$ cat config.mk
export PLATFORM = sky130hd
export DESIGN_NAME = program_loader
export DESIGN_NICKNAME = d
export VERILOG_FILES = /design/src/rtl/program_loader.sv
export SDC_FILE = /design/constraint.sdc
export NUM_CORES = 1
export LEC_CHECK = 0
export CAP_MARGIN = 20
export CORE_MARGIN = 8
export CORE_UTILIZATION = 47
export DETAILED_ROUTE_END_ITERATION = 8
export PLACE_DENSITY = 0.77
export SKIP_LAST_GASP = 1
export SYNTH_ARGS = -nofsm -noshare
export SYNTH_HDL_FRONTEND = slang
export SYNTH_SLANG_ARGS = --single-unit
$ cat constraint.sdc
create_clock -name clock -period 2.4 [get_ports clock]
set_input_delay 0.72 -clock clock [delete_from_list [all_inputs] [get_ports clock]]
set_output_delay 0.72 -clock clock [all_outputs]
set_load 0.02 [all_outputs]
$ cat src/rtl/program_loader.sv
// program_loader: receives a length-prefixed program image byte by byte from a
// UART receiver, writes it word by word into a downstream memory, and answers
// the sender with a single acknowledge byte (0xAA = loaded, 0x55 = rejected).
module program_loader #(
    parameter int WORD_NUM = 2048
) (
    input  logic        clock,
    input  logic        reset,
    input  logic        start,
    input  logic        rx_valid,
    input  logic [7:0]  rx_data,
    output logic        mem_write_enable,
    output logic [31:0] mem_address,
    output logic [31:0] mem_write_data,
    output logic        tx_valid,
    output logic [7:0]  tx_data,
    input  logic        tx_ready,
    output logic        busy,
    output logic        done,
    output logic        error
);

    // Word counter must be able to hold WORD_NUM itself (it ends at N).
    localparam int              CW       = $clog2(WORD_NUM + 1);
    localparam logic [CW-1:0]   WORD_ONE = CW'(1);
    localparam logic [31:0]     WORD_MAX = 32'(WORD_NUM);

    localparam logic [2:0] ST_IDLE    = 3'd0;
    localparam logic [2:0] ST_HEADER  = 3'd1;
    localparam logic [2:0] ST_PAYLOAD = 3'd2;
    localparam logic [2:0] ST_ACK     = 3'd3;
    localparam logic [2:0] ST_DONE    = 3'd4;
    localparam logic [2:0] ST_ERROR   = 3'd5;

    logic [2:0]    state_r;
    logic [2:0]    state_next_s;
    logic [1:0]    byte_cnt_r;
    logic [CW-1:0] word_cnt_r;
    logic [CW-1:0] n_r;
    logic [23:0]   partial_r;
    logic          mem_we_r;
    logic [31:0]   mem_addr_r;
    logic [31:0]   mem_data_r;
    logic          tx_valid_r;
    logic [7:0]    tx_data_r;
    logic          busy_r;
    logic          done_r;
    logic          error_r;

    logic [31:0]   word_s;
    logic          rx_take_s;
    logic          last_byte_s;
    logic          last_word_s;
    logic          load_arm_s;

    // The 4th byte completes the word together with the three stored bytes.
    assign word_s      = {rx_data, partial_r};
    assign rx_take_s   = rx_valid && ((state_r == ST_HEADER) || (state_r == ST_PAYLOAD));
    assign last_byte_s = rx_take_s && (byte_cnt_r == 2'd3);
    assign last_word_s = ((word_cnt_r + WORD_ONE) == n_r);
    assign load_arm_s  = start && ((state_r == ST_IDLE) || (state_r == ST_DONE));

    // Next-state decision for the load sequence.
    always_comb begin
        state_next_s = state_r;
        case (state_r)
            ST_IDLE: begin
                if (start) state_next_s = ST_HEADER;
                else       state_next_s = ST_IDLE;
            end
            ST_HEADER: begin
                if (last_byte_s) begin
                    if (word_s == 32'd0)          state_next_s = ST_ACK;
                    else if (word_s > WORD_MAX)   state_next_s = ST_ERROR;
                    else                          state_next_s = ST_PAYLOAD;
                end else begin
                    state_next_s = ST_HEADER;
                end
            end
            ST_PAYLOAD: begin
                if (last_byte_s && last_word_s) state_next_s = ST_ACK;
                else                            state_next_s = ST_PAYLOAD;
            end
            ST_ACK: begin
                if (tx_valid_r && tx_ready) state_next_s = ST_DONE;
                else                        state_next_s = ST_ACK;
            end
            ST_DONE: begin
                if (start) state_next_s = ST_HEADER;
                else       state_next_s = ST_DONE;
            end
            ST_ERROR: begin
                state_next_s = ST_ERROR;
            end
            default: begin
                state_next_s = ST_IDLE;
            end
        endcase
    end

    // State register and status flags registered from the next state.
    always_ff @(posedge clock) begin
        if (reset) begin
            state_r <= ST_IDLE;
            busy_r  <= 1'b0;
            done_r  <= 1'b0;
            error_r <= 1'b0;
        end else begin
            state_r <= state_next_s;
            busy_r  <= (state_next_s == ST_HEADER) || (state_next_s == ST_PAYLOAD) ||
                       (state_next_s == ST_ACK);
            done_r  <= (state_next_s == ST_DONE);
            error_r <= (state_next_s == ST_ERROR);
        end
    end

    // Byte assembly, header length capture and word counting.
    always_ff @(posedge clock) begin
        if (reset) begin
            byte_cnt_r <= 2'd0;
            word_cnt_r <= '0;
            n_r        <= '0;
            partial_r  <= 24'd0;
        end else if (load_arm_s) begin
            byte_cnt_r <= 2'd0;
            word_cnt_r <= '0;
            n_r        <= '0;
            partial_r  <= 24'd0;
        end else if (rx_take_s) begin
            byte_cnt_r <= byte_cnt_r + 2'd1;
            case (byte_cnt_r)
                2'd0:    partial_r[7:0]   <= rx_data;
                2'd1:    partial_r[15:8]  <= rx_data;
                2'd2:    partial_r[23:16] <= rx_data;
                default: partial_r        <= partial_r;
            endcase
            if (byte_cnt_r == 2'd3) begin
                if (state_r == ST_HEADER) n_r <= word_s[CW-1:0];
                else                      word_cnt_r <= word_cnt_r + WORD_ONE;
            end
        end
    end

    // Memory write port: one-cycle strobe after each completed payload word.
    always_ff @(posedge clock) begin
        if (reset) begin
            mem_we_r   <= 1'b0;
            mem_addr_r <= 32'd0;
            mem_data_r <= 32'd0;
        end else if (last_byte_s && (state_r == ST_PAYLOAD)) begin
            mem_we_r   <= 1'b1;
            mem_addr_r <= 32'(word_cnt_r);
            mem_data_r <= word_s;
        end else begin
            mem_we_r   <= 1'b0;
        end
    end

    // Acknowledge byte: raised on entry to ACK/ERROR, dropped on handshake.
    always_ff @(posedge clock) begin
        if (reset) begin
            tx_valid_r <= 1'b0;
            tx_data_r  <= 8'h00;
        end else if (tx_valid_r && tx_ready) begin
            tx_valid_r <= 1'b0;
        end else if ((state_r != ST_ACK) && (state_next_s == ST_ACK)) begin
            tx_valid_r <= 1'b1;
            tx_data_r  <= 8'hAA;
        end else if ((state_r != ST_ERROR) && (state_next_s == ST_ERROR)) begin
            tx_valid_r <= 1'b1;
            tx_data_r  <= 8'h55;
        end
    end

    assign mem_write_enable = mem_we_r;
    assign mem_address      = mem_addr_r;
    assign mem_write_data   = mem_data_r;
    assign tx_valid         = tx_valid_r;
    assign tx_data          = tx_data_r;
    assign busy             = busy_r;
    assign done             = done_r;
    assign error            = error_r;

endmodule

==> impl_metrics.json <==
{
  "drt-wirelength-per-cell_um": 15.08,
  "floorplan_die_area_um2": 13160,
  "clk_path_buf_depth": 2,
  "critPathSlowestCell": "sky130_fd_sc_hd__or2_2",
  "detail_route.iter0.violations": 200,
  "wl_um": 11700,
  "syn_to_final_growth_pct": 24.17,
  "clk_pin_slew_worst_paths_ns": 0.11,
  "synth.yosys.seq_area_share_pct": 45.44,
  "edff_count_synth": 0,
  "fp.coreArea_um2": 9639,
  "grt_max_degree": 51,
  "grt_antenna_before_repair": 0,
  "synthSimpleGateAreaFrac_pct": 25.29,
  "total_leakage_power_nw": 1.910,
  "worstRegToRegCells": 9,
  "finalCriticalPeriod_ns": 2.377,
  "overflow": 0,
  "syn-instance-count": 569,
  "die_boundary_height_um": 114.7,
  "max_cap_viol_count": 0,
  "regToRegStartpoint": "word_cnt_r[0]",
  "post_layout_nonfiller_instances": 776,
  "grt_first_pass_wirelength_um": 18980,
  "num_io_pins": 90,
  "ant_nets": 0,
  "crit_path_start": "rx_data[4]",
  "die_w_um": 114.7,
  "cts_root_buf": "sky130_fd_sc_hd__clkbuf_8",
  "number_of_levels_in_the_clock_h_tree": 3,
  "timing.setup.tns_ns": 0,
  "yosysWarnings": 0,
  "finalWeightedCongestion": 0.8770,
  "grt.total_usage_pct": 17.78,
  "report.final.slew_viol_count": 0,
  "cp_slowest_stage_delay_ns": 0.31,
  "vias_per_cell": 5.174,
  "finish.net_count": 656,
  "worst_skew_pair.late_latency_ns": 0.37,
  "placed_cells": 757,
  "tritoncts_num_sinks": 104,
  "path_class": "in -> reg",
  "final-setup-viol-count": 0,
  "drc_errors": 0,
  "clock-skew-final_ns": 0.01052,
  "list_of_cells_traversed_by_the_critical_path": "dlygate4sd2_1 > nor4_2 > nand2_1 > a211oi_2 > buf_4 > buf_4 > a22oi_1 > or2_2 > nor3b_2 > a32o_1",
  "worstHoldPathCells": 2,
  "drive_above_1_share_pct": 11.04,
  "hp-start": "mem_address[11]",
  "timing_hold_violations_final": 0,
  "synth_top_cell_by_area": "sky130_fd_sc_hd__dfxtp_1",
  "port_buffers": 69,
  "floorplan.initialDensity_pct": 47.53,
  "fin_total_pwr_mw": 3.071,
  "worst_setup_path_start_kind": "input pin",
  "timing.critical_path.to_type": "flip-flop",
  "synth_compound_area_share_pct": 11.71,
  "muxShareOfSynthArea_pct": 2.840,
  "critPathArrivalTime_ns": 2.70,
  "period_share_pct": 99.04,
  "synth_common_cells": "sky130_fd_sc_hd__nand2_1, sky130_fd_sc_hd__dfxtp_1, sky130_fd_sc_hd__a21oi_1",
  "rsz0062_at_grt": "yes",
  "tritoncts_clock_tree": "done",
  "synth.ff_latch_count": 104,
  "place.detailed.hpwl_um": 8368,
  "netlist-cell-type-count": 49,
  "synth.top_cells.by_area": "sky130_fd_sc_hd__dfxtp_1, sky130_fd_sc_hd__nand2_1, sky130_fd_sc_hd__a21oi_1",
  "cts_made_buffers": 9,
  "critical_path_data_required_time_ns": 2.72,
  "maxClockFrequency_ghz": 0.4207,
  "combinational_family_with_the_most_area_after_synthesis": "simple AND/OR/NAND/NOR gates",
  "row_count": 36,
  "power_per_cell_area_nw_per_um2": 539.9,
  "run_status": "completed",
  "drtPass1Iterations": 4,
  "synth_async_sr_flop_share_pct": 0,
  "yosys.area_share.xor_xnor_pct": 5.161,
  "via_count_of_the_first_global_routing_pass": 3945,
  "yosys.area_share.adder_pct": 1.365,
  "dominantRegCellSynth": "sky130_fd_sc_hd__dfxtp_1",
  "synthMostInstantiatedCell": "sky130_fd_sc_hd__nand2_1",
  "syn-mean-instance-area_um2": 8.053,
  "fin_hold_ws_ns": 0.4580,
  "vias": 4015,
  "num_antenna_cells": 0,
  "crit_path_frequent_cell": "sky130_fd_sc_hd__buf_4",
  "syn-cell-area_um2": 4582,
  "power.ir.vdd_worst_v": 0.0003052,
  "critical_path_peak_fanout": 2,
  "hp-class": "reg -> reg",
  "synth_largest_type_area_fraction_pct": 45.44,
  "cts.hold.buffers_added": 0
}
==> metal layers <==
metal	GRT usage (%)	up-vias	share of wire, %
met5	0	-	0
met4	7.268	0	1.9
met3	3.887	23	6.4
met2	30.77	120	48
met1	20.91	1876	43
li1	-	1996	-
==> report_power, final <==
part | internal, mW | switching [mW]
combinational | 0.0575 | 0.123
clock | 0.504 | 0.646
sequential | 1.73 | 0.00865
==> flip-flops by register name, indices dropped and copies added, names as in the netlist <==
register,cells
busy,1
byte_cnt_r,2
done,1
error,1
mem_address,12
mem_write_data,32
mem_write_enable,1
n_r,12
partial_r,24
state_r,3
tx_data,2
tx_valid,1
word_cnt_r,12
==> layout make-up <==
class | instances | area, um^2
clock buffer | 9 | 123.9
clock inverter | 7 | 85.08
fill | 883 | 3950
inverter | 5 | 18.77
multi-input combinational | 414 | 2240
sequential | 104 | 2082
tap | 133 | 166.4
timing repair buffer | 104 | 973.4
==> cell usage in the layout, fill, tap and decap left out, types with 2 or more instances in the layout <==
master / n
sky130_fd_sc_hd__nand3b_1: 2
sky130_fd_sc_hd__a21oi_1: 75
sky130_fd_sc_hd__xor2_1: 7
sky130_fd_sc_hd__o21ai_0: 4
sky130_fd_sc_hd__nor3b_2: 2
sky130_fd_sc_hd__clkbuf_8: 9
sky130_fd_sc_hd__or2_2: 3
sky130_fd_sc_hd__inv_1: 5
sky130_fd_sc_hd__and4_1: 2
sky130_fd_sc_hd__mux2i_1: 13
sky130_fd_sc_hd__or3_1: 3
sky130_fd_sc_hd__nor2_2: 2
sky130_fd_sc_hd__inv_6: 2
sky130_fd_sc_hd__nand2_1: 128
sky130_fd_sc_hd__xnor2_1: 20
sky130_fd_sc_hd__and3_1: 3
sky130_fd_sc_hd__nor3_1: 6
sky130_fd_sc_hd__buf_2: 2
sky130_fd_sc_hd__buf_12: 3
sky130_fd_sc_hd__clkdlybuf4s50_1: 60
sky130_fd_sc_hd__clkinvlp_4: 2
sky130_fd_sc_hd__nor2_1: 37
sky130_fd_sc_hd__nand2b_1: 6
sky130_fd_sc_hd__ha_1: 5
sky130_fd_sc_hd__inv_8: 2
sky130_fd_sc_hd__and2_1: 3
sky130_fd_sc_hd__nor2b_1: 3
sky130_fd_sc_hd__nor4_1: 6
sky130_fd_sc_hd__nand3_1: 32
sky130_fd_sc_hd__nand4_1: 7
sky130_fd_sc_hd__dlygate4sd2_1: 6
sky130_fd_sc_hd__nor4_2: 4
sky130_fd_sc_hd__conb_1: 20
sky130_fd_sc_hd__and3b_1: 2
sky130_fd_sc_hd__buf_4: 32
sky130_fd_sc_hd__dfxtp_1: 104
==> path summary, 6_finish.rpt <==
kind,endpoint,slack [ns]
min,mem_address[11],0.46
max,tx_data[5],0.02
min reg2reg,mem_address[11],0.46
max reg2reg,tx_data[5],0.13
==> cell families (layout without fill, tap and decap cells) <==
kind of cell,count (synthesis),count (layout)
multiplexers,13,13
AND/OR/NAND/NOR,254,254
flip-flops,104,104
other,1,20
buffers and inverters,70,125
XOR/XNOR,27,27
AO/OA/AOI/OAI,95,95
adder cells (fa/ha/maj),5,5
==> worst max-delay path, delay by kind of cell <==
family / cells / cell delay, ns
AND/OR/NAND/NOR: 4 / 0.94
AO/OA/AOI/OAI: 3 / 0.54
buffers and inverters: 3 / 0.50
==> timing repair <==
item / in CTS / in global routing
pin swaps: 12 / 5
gates resized for setup: 18 / 2
setup buffers: 1 / 2
endpoints found under the setup margin: 7 / 7
gates cloned: 0 / 0
endpoints found under the hold margin: 0 / 0
==> metrics by stage <==
stage	worst slack [ns]	area, um^2	utilization [%]
6_report	0.02300	5689	59.02
5_1_grt	-0.03928	5689	59.02
4_1_cts	0.003366	5669	58.81
3_5_place_dp	-0.6954	5436	56.40
3_3_place_gp	-0.5770	5436	56.40
2_1_floorplan	0.01797	4653	-
Note: power is estimated with default switching activity, not from simulation.
